**src/rtl/opb_master_simulink.sv**
```systemverilog
// Single-beat OPB bus master: requests the bus, drives one address/data
// phase, then waits for a slave acknowledge, retry, error or timeout.
// Completion status and any read data are returned to the fabric side.
//
// Handshake: user_req is accepted only while idle (user_busy=0). It is not
// queued. Every accepted request produces exactly one user_done pulse,
// with user_err valid in that cycle. The only exception is a reset, which
// aborts the transfer silently.
module opb_master_simulink #(
  parameter int C_OPB_AWIDTH = 32,
  parameter int C_OPB_DWIDTH = 32,
  parameter int C_MAX_RETRY  = 8,
  parameter int C_WDOG       = 32
) (
  input  logic                      OPB_Clk,
  input  logic                      OPB_Rst,
  output logic                      M_request,
  output logic                      M_busLock,
  output logic                      M_select,
  output logic                      M_RNW,
  output logic [0:3]                M_BE,
  output logic                      M_seqAddr,
  output logic [0:C_OPB_AWIDTH-1]   M_ABus,
  output logic [0:C_OPB_DWIDTH-1]   M_DBus,
  input  logic                      OPB_MGrant,
  input  logic                      OPB_xferAck,
  input  logic                      OPB_errAck,
  input  logic                      OPB_retry,
  input  logic                      OPB_timeout,
  input  logic [0:C_OPB_DWIDTH-1]   OPB_DBus,
  input  logic                      user_req,
  input  logic                      user_rnw,
  input  logic [C_OPB_AWIDTH-1:0]   user_addr,
  input  logic [C_OPB_DWIDTH-1:0]   user_wdata,
  input  logic [3:0]                user_be,
  output logic                      user_busy,
  output logic                      user_done,
  output logic                      user_err,
  output logic [C_OPB_DWIDTH-1:0]   user_rdata,
  output logic [2:0]                dbg_state
);

  typedef enum logic [2:0] {
    S_IDLE    = 3'd0,
    S_REQ     = 3'd1,
    S_XFER    = 3'd2,
    S_BACKOFF = 3'd3,
    S_DONE    = 3'd4
  } state_t;

  localparam logic [7:0] MAX_RETRY = 8'(C_MAX_RETRY);
  localparam logic [7:0] WDOG_LAST = 8'(C_WDOG - 1);

  state_t                  state;
  logic [7:0]              retry_cnt;
  logic [7:0]              wdog;
  logic                    rnw_q;
  logic [C_OPB_AWIDTH-1:0] addr_q;
  logic [C_OPB_DWIDTH-1:0] wdata_q;
  logic [3:0]              be_q;
  logic [7:0]              retry_nxt;

  assign retry_nxt = retry_cnt + 8'd1;
  assign M_busLock = 1'b0;
  assign M_seqAddr = 1'b0;
  assign dbg_state = state;

  // Transfer sequencer. All bus and user outputs are registered here.
  // Bus vectors are cleared whenever M_select falls, so they stay zero while
  // this master does not own the bus.
  always_ff @(posedge OPB_Clk) begin
    if (OPB_Rst) begin
      state      <= S_IDLE;
      retry_cnt  <= '0;
      wdog       <= '0;
      rnw_q      <= 1'b0;
      addr_q     <= '0;
      wdata_q    <= '0;
      be_q       <= '0;
      M_request  <= 1'b0;
      {M_select, M_RNW, M_BE, M_ABus, M_DBus} <= '0;
      user_busy  <= 1'b0;
      user_done  <= 1'b0;
      user_err   <= 1'b0;
      user_rdata <= '0;
    end else begin
      user_done <= 1'b0;
      case (state)
        S_IDLE: begin
          if (user_req) begin
            rnw_q     <= user_rnw;
            addr_q    <= user_addr;
            wdata_q   <= user_wdata;
            be_q      <= user_be;
            retry_cnt <= '0;
            M_request <= 1'b1;
            user_busy <= 1'b1;
            state     <= S_REQ;
          end
        end
        S_REQ: begin
          if (OPB_MGrant) begin
            M_request <= 1'b0;
            M_select  <= 1'b1;
            M_RNW     <= rnw_q;
            M_ABus    <= addr_q;
            M_BE      <= be_q;
            M_DBus    <= rnw_q ? '0 : wdata_q;
            wdog      <= '0;
            state     <= S_XFER;
          end
        end
        S_XFER: begin
          wdog <= wdog + 8'd1;
          if (OPB_xferAck) begin
            // An error acknowledge never updates the read data.
            if (rnw_q && !OPB_errAck) user_rdata <= OPB_DBus;
            user_err  <= OPB_errAck;
            user_done <= 1'b1;
            {M_select, M_RNW, M_BE, M_ABus, M_DBus} <= '0;
            state     <= S_DONE;
          end else if (OPB_retry) begin
            retry_cnt <= retry_nxt;
            {M_select, M_RNW, M_BE, M_ABus, M_DBus} <= '0;
            if (retry_nxt == MAX_RETRY) begin
              user_err  <= 1'b1;
              user_done <= 1'b1;
              state     <= S_DONE;
            end else begin
              state     <= S_BACKOFF;
            end
          end else if (OPB_timeout || wdog == WDOG_LAST) begin
            user_err  <= 1'b1;
            user_done <= 1'b1;
            {M_select, M_RNW, M_BE, M_ABus, M_DBus} <= '0;
            state     <= S_DONE;
          end
        end
        S_BACKOFF: begin
          M_request <= 1'b1;
          state     <= S_REQ;
        end
        S_DONE: begin
          user_busy <= 1'b0;
          state     <= S_IDLE;
        end
        default: state <= S_IDLE;
      endcase
    end
  end

endmodule
```
**config.mk**
```make
export PLATFORM = sky130hd
export DESIGN_NAME = opb_master_simulink
export DESIGN_NICKNAME = d
export VERILOG_FILES = /design/src/rtl/opb_master_simulink.sv
export SDC_FILE = /design/constraint.sdc
export NUM_CORES = 1
export LEC_CHECK = 0
export CAP_MARGIN = 10
export CORE_UTILIZATION = 42
export CTS_CLUSTER_SIZE = 20
export DETAILED_ROUTE_END_ITERATION = 10
export PLACE_DENSITY = 0.86
export SLEW_MARGIN = 20
export SYNTH_ARGS = -nofsm -noshare
export SYNTH_HDL_FRONTEND = slang
export SYNTH_SLANG_ARGS = --single-unit
export TNS_END_PERCENT = 50
```
**constraint.sdc**
```tcl
create_clock -name OPB_Clk -period 1.72 [get_ports OPB_Clk]
set_input_delay 0.172 -clock OPB_Clk [delete_from_list [all_inputs] [get_ports OPB_Clk]]
set_output_delay 0.172 -clock OPB_Clk [all_outputs]
set_load 0.01 [all_outputs]
```
## After elaboration in Yosys (flattened, before gate mapping)

Cells that the tools add are included.
Widths: inputs -> output; s select.

- Add/subtract/negate cells: 2
- Equality and inequality tests: 12
- Muxes and demuxes: 45
- Bitwise operators: 1
- Reductions and logical operators: 19

Operators by type and width:

| cell | count |
|---|---|
| $mux 32 | 6 |
| $pmux 32 s2 | 2 |
| $mux 8 | 4 |
| $pmux 8 s2 | 2 |
| $mux 3 | 6 |
| $add 8x1->8 const B | 2 |
| $mux 4 | 4 |
| $mux 1 | 15 |
| $reduce_and 3->1 | 5 |
| $pmux 3 s4 | 1 |
| $eq 8x4->1 const B | 1 |
| $eq 8x5->1 const B | 1 |
| $ne 2x2->1 const B | 4 |
| $pmux 4 s2 | 1 |
| $eq 3x2->1 const B | 2 |
| $pmux 1 s2 | 3 |
| $reduce_and 2->1 | 3 |
| $reduce_bool 2->1 | 3 |
| $reduce_bool 3->1 | 2 |
| $ne 4x4->1 const B | 1 |
| $reduce_and 4->1 | 1 |
| $eq 3x1->1 const B | 1 |
| $eq 3x3->1 const B | 1 |
| $logic_not 3->1 | 1 |
| 7 further kinds | 7 |

- Register bits: 194
- Input bits: 109
- Logic and storage cells: 96

## Logic depth before layout (Yosys ltp)

- Word-level depth: 6
- Mapped depth: 8

## Least setup slack after synthesis

Ideal clock, no wire load.

- Path type: reg-to-reg
- Start point: reg state[2], in the netlist dbg_state[2]
- End point: reg user_err
- Arrival: 1.653 ns
- Data required time: 1.635 ns
- Slack: -0.017 ns
- Stages on the path, launching flop included: 6
- Buffers on the path: 2
- Period minus slack after synthesis: 1.737 ns
- Cell sequence: dfxtp_1 -> buf_6 -> or3b_1 -> buf_6 -> or4_1 -> o31ai_2

- Longest elaborated chain between the ends: 2

RTL lines:

| what | line | RTL |
|---|---|---|
| from (decl) | 54 | `state_t state;` |
| from (signal assigned) | 73 | `state <= S_IDLE;` |
| from (signal assigned) | 98 | `state <= S_REQ;` |
| from (signal assigned) | 110 | `state <= S_XFER;` |
| $eq 3x2->1 | 88 | `case (state)` |
| $reduce_and 3->1 (no line) | - |  |
| to (signal assigned) | 118 | `user_err <= OPB_errAck;` |
| to (decl) | 38 | `output logic user_err,` |

Every way passes these cells.
A chain may end at the register's enable or synchronous reset.

## Final worst setup path

- Start point: reg state[0], in the netlist dbg_state[0]
- End point: reg M_BE[1] (netlist bit)

- Longest elaborated chain between the ends: 3

RTL lines:

| what | line | RTL |
|---|---|---|
| $eq 3x2->1 / $eq 3x1->1 (equally long branches) | 88 |  |
| $ne 4x4->1 (no line) (tied with other cells) | - |  |
| $reduce_and 3->1 (no line) | - |  |
| to (signal assigned) | 107 | `M_BE <= be_q;` |
| to (decl) | 21 | `output logic [0:3] M_BE,` |

Parallel ways exist; a longest one is shown, timed or not.

==> run_results.csv <==
group,metric,value,unit
global_route,grt.busiest_layer,"met2",
synth,synthMuxAreaShare,0.001551,
global_route,antenna_found_initial,0,
power,powerDensity,905.6,nW/um^2
synth,ys_warn_count,0,
sta,clock.fmax,553.4,MHz
sta,slew_violations,0,
min_path,hold_class,"primary input to flip-flop",
detailed_routing,wl,20900,um
synth,synth-edff-count,0,
detailed_routing,drtPass1Iterations,4,
worst_setup_path,r2r_slack,-90,ps
global_route,grt_use_met2,0.3805,
sta,rsz0062_at_grt,"yes",
clock_network,clock_sinks,194,
clock_network,cts_buffers,17,
synth,yosys.area.top_type,"dfxtp_1",
outcome,violations,"negative setup slack",
worst_setup_path,endpoint_kind,"flip-flop",
die,io_pins,220,
detailed_routing,via_count,6982,
synth,synth-xor-area-share,0.002413,
outcome,status,"complete, but fails checks",
global_route,met3_usage,0.07420,
detailed_routing,drt_iter0_markers,407,
finish,area_growth_syn_to_layout,48.28,%
power,ir_drop,0.7468,mV
placed_design,io_buffers,217,
synth,ys_seq_area_frac,0.5351,
worst_setup_path,critical_path_class,"flip-flop to flip-flop",
clock_network,clock-root-buffer,"clkbuf_16",
synth,synthSimpleGateAreaFrac,0.2007,
finish,fin_nets,1235,
worst_setup_path,crit_path_start,"dbg_state[0]",
synth,synth_top_area_frac,0.5351,
placed_design,hpwlAfterDp,12860,um
synth,synth_compound_area_frac,0.2074,
sta,period_minus_slack,1807,ps
placed_design,dp_slack,-298.6,ps
power,leakage,3.812,nW
die,initial_core_util,0.4346,
synth,synth_fa_ha_area_frac,0.005172,
synth,ys_ff_latch,194,
detailed_routing,drc,0,
synth,synthTopCellsByArea,"dfxtp_1 54%, nand2_1 14%, a21oi_1 13%",
synth,syn_area_per_cell,7.985,um^2
detailed_routing,vias_per_cell,5.149,
sta,final_hold_viol_count,0,
worst_setup_path,critPathLaunchType,"flip-flop",
sta,finalWorstSetupSlack,-87.09,ps
power,total_power,9.747,mW
clock_network,clock_latency,420,ps
clock_network,hold_buffers,0,
synth,async_flop_share,0,
sta,post-route-period-util,1.051,
clock_network,cts.path.max_buffers,2,
worst_setup_path,worstPathArrival,2150,ps
die,fp-row-count,47,
synth,synth_top_family_by_area,"compound AO/OA/AOI/OAI gates",
global_route,grt-ovfl-total,0,
worst_setup_path,crit_required,2070,ps
global_route,grt_pass1_vias,6548,
sta,finalSetupViolCount,72,
detailed_routing,drtAntennaViolNets,0,
worst_setup_path,crit_path_end,"M_BE[1]",
run,drv_cap,0,
global_route,grt_max_degree,106,
synth,synthCells,909,
worst_setup_path,cp_max_fo,9,
clock_network,htreeDepth,4,
detailed_routing,wire_per_inst,15.42,um
die,dieHeight,133.5,um
global_route,gr-usage-met1,0.2673,
synth,synth_flop_cell,"dfxtp_1",
sta,hold_ws,42.90,ps
global_route,grt_pass1_wl,31950,um
worst_setup_path,r2r_start,"dbg_state[0]",
global_route,grt_use_total,0.2239,
die,core-area,16700,um^2
worst_setup_path,r2r_cells,7,
finish,diodes,0,
clock_network,cts_tree,"done",
die,die-area,17810,um^2
clock_network,cts.clk_slew.worst_paths,70,ps
placed_design,place_congestion,0.8340,
die,dieWidth,133.5,um
sta,fin_skew,9.727,ps
worst_setup_path,r2r_end,"M_BE[1]",
synth,yosys.cell_types.count,53,
synth,netlist_area,7258,um^2
finish,drive_gt1_frac,0.09243,
## layout make-up
type	instances	area (um^2)
Clock buffer	21	460.4
Clock inverter	11	127.6
Fill cell	1406	5938
Inverter	2	7.507
Multi-Input combinational cell	638	3089
Sequential cell	194	3889
Tap cell	220	275.3
Timing Repair Buffer	270	2914
## registers in the layout, indices dropped and copies added (netlist names), 3 cells and up
signal and count:
M_ABus 32, M_BE 4, M_DBus 32, addr_q 32, be_q 4, dbg_state 3
retry_cnt 8, user_rdata 32, wdata_q 32, wdog 8
## what timing repair did
| item | CTS | global route |
|---|---|---|
| cloned | 0 | 9 |
| gates resized for setup | 1 | 26 |
| pin swaps | 0 | 6 |
| endpoints found under the setup margin | 9 | 103 |
| setup buffers | 0 | 5 |
## worst max-delay path, cell delays in order, from the launching register on
cell and delay (ps):
dfxtp_1 310, or3b_1 380, buf_6 150, a211oi_4 280, buf_12 210, clkbuf_16 170, o21ai_0 70, a21oi_1 160
## synthesized netlist by cell type (2+ instances only)
library cell / n
nand2_1: 277
dfxtp_1: 194
a21oi_1: 186
o21ai_0: 62
clkbuf_1: 47
nor2_1: 18
o21ai_1: 18
buf_2: 15
clkbuf_2: 7
nand3b_1: 6
and3_1: 5
nand3_1: 5
a31oi_1: 4
nor2b_1: 4
nor3_1: 4
or3_1: 4
a211oi_1: 3
buf_1: 3
ha_1: 3
or4_1: 3
and2_1: 2
buf_4: 2
buf_6: 2
inv_1: 2
nand2b_1: 2
nand4_1: 2
nor3b_1: 2
o311ai_0: 2
## how the worst min path moves through the flow
stage | start | endpoint | cells past startpoint | slack (ps)
floorplan | user_addr[0] | addr_q[0] | 2 | 310
detailed placement | addr_q[24] | M_ABus[7] | 2 | 440
global route | OPB_Rst | dbg_state[1] | 3 | 30
global placement | addr_q[6] | M_ABus[25] | 2 | 440
finish | OPB_Rst | dbg_state[1] | 3 | 40
CTS | OPB_Rst | dbg_state[1] | 3 | 30
## cell usage in the layout, fill, tap and decap left out, types with 3 or more instances in the layout
master / Yosys / layout
nand2_1: 277 / 276
clkdlybuf4s50_1: 0 / 214
dfxtp_1: 194 / 190
a21oi_1: 186 / 186
o21ai_0: 62 / 53
o21ai_1: 18 / 27
buf_4: 2 / 26
clkbuf_16: 0 / 24
nor2_1: 18 / 16
buf_12: 0 / 16
nand3b_1: 6 / 6
nand3_1: 5 / 5
buf_6: 2 / 5
nor2b_1: 4 / 4
or3_1: 4 / 4
nor3_1: 4 / 4
a31oi_1: 4 / 4
dfxtp_2: 0 / 4
and3_1: 5 / 3
a211oi_1: 3 / 3
ha_1: 3 / 3
clkinvlp_4: 0 / 3
## through the flow
step                cells  area, um^2    util  TNS (ps)
finish               1356       10760  0.6444     -3039
global route         1356       10760  0.6444     -8668
CTS                  1342       10460  0.6260    -26.66
detailed placement   1310        9862  0.5905    -17720
global placement     1310        9862  0.5905    -15080
floorplan             910        7267       -         0
## routing by layer
layer | vias to the layer above | wire, um
li1 | 3479 | -
met1 | 3256 | 8822
met2 | 228 | 10120
met5 | - | 0
met3 | 19 | 1664
met4 | 0 | 294
## logic make-up (layout without fill, tap and decap cells)
group,Yosys count,count (layout)
XOR/XNOR,2,2
AO/OA/AOI/OAI,286,286
multiplexers,1,1
buffers and inverters,78,304
AND/OR/NAND/NOR,344,344
other,1,2
flip-flops,194,194
adder cells (fa/ha/maj),3,3
## report_power, final
part / internal, mW / total, mW / switching, mW
Sequential: 4.65 / 4.74 / 0.0835
Clock: 2.23 / 3.92 / 1.69
Combinational: 0.541 / 1.09 / 0.548
Total: 7.43 / 9.75 / 2.32
(Power assumes the default switching activity.)
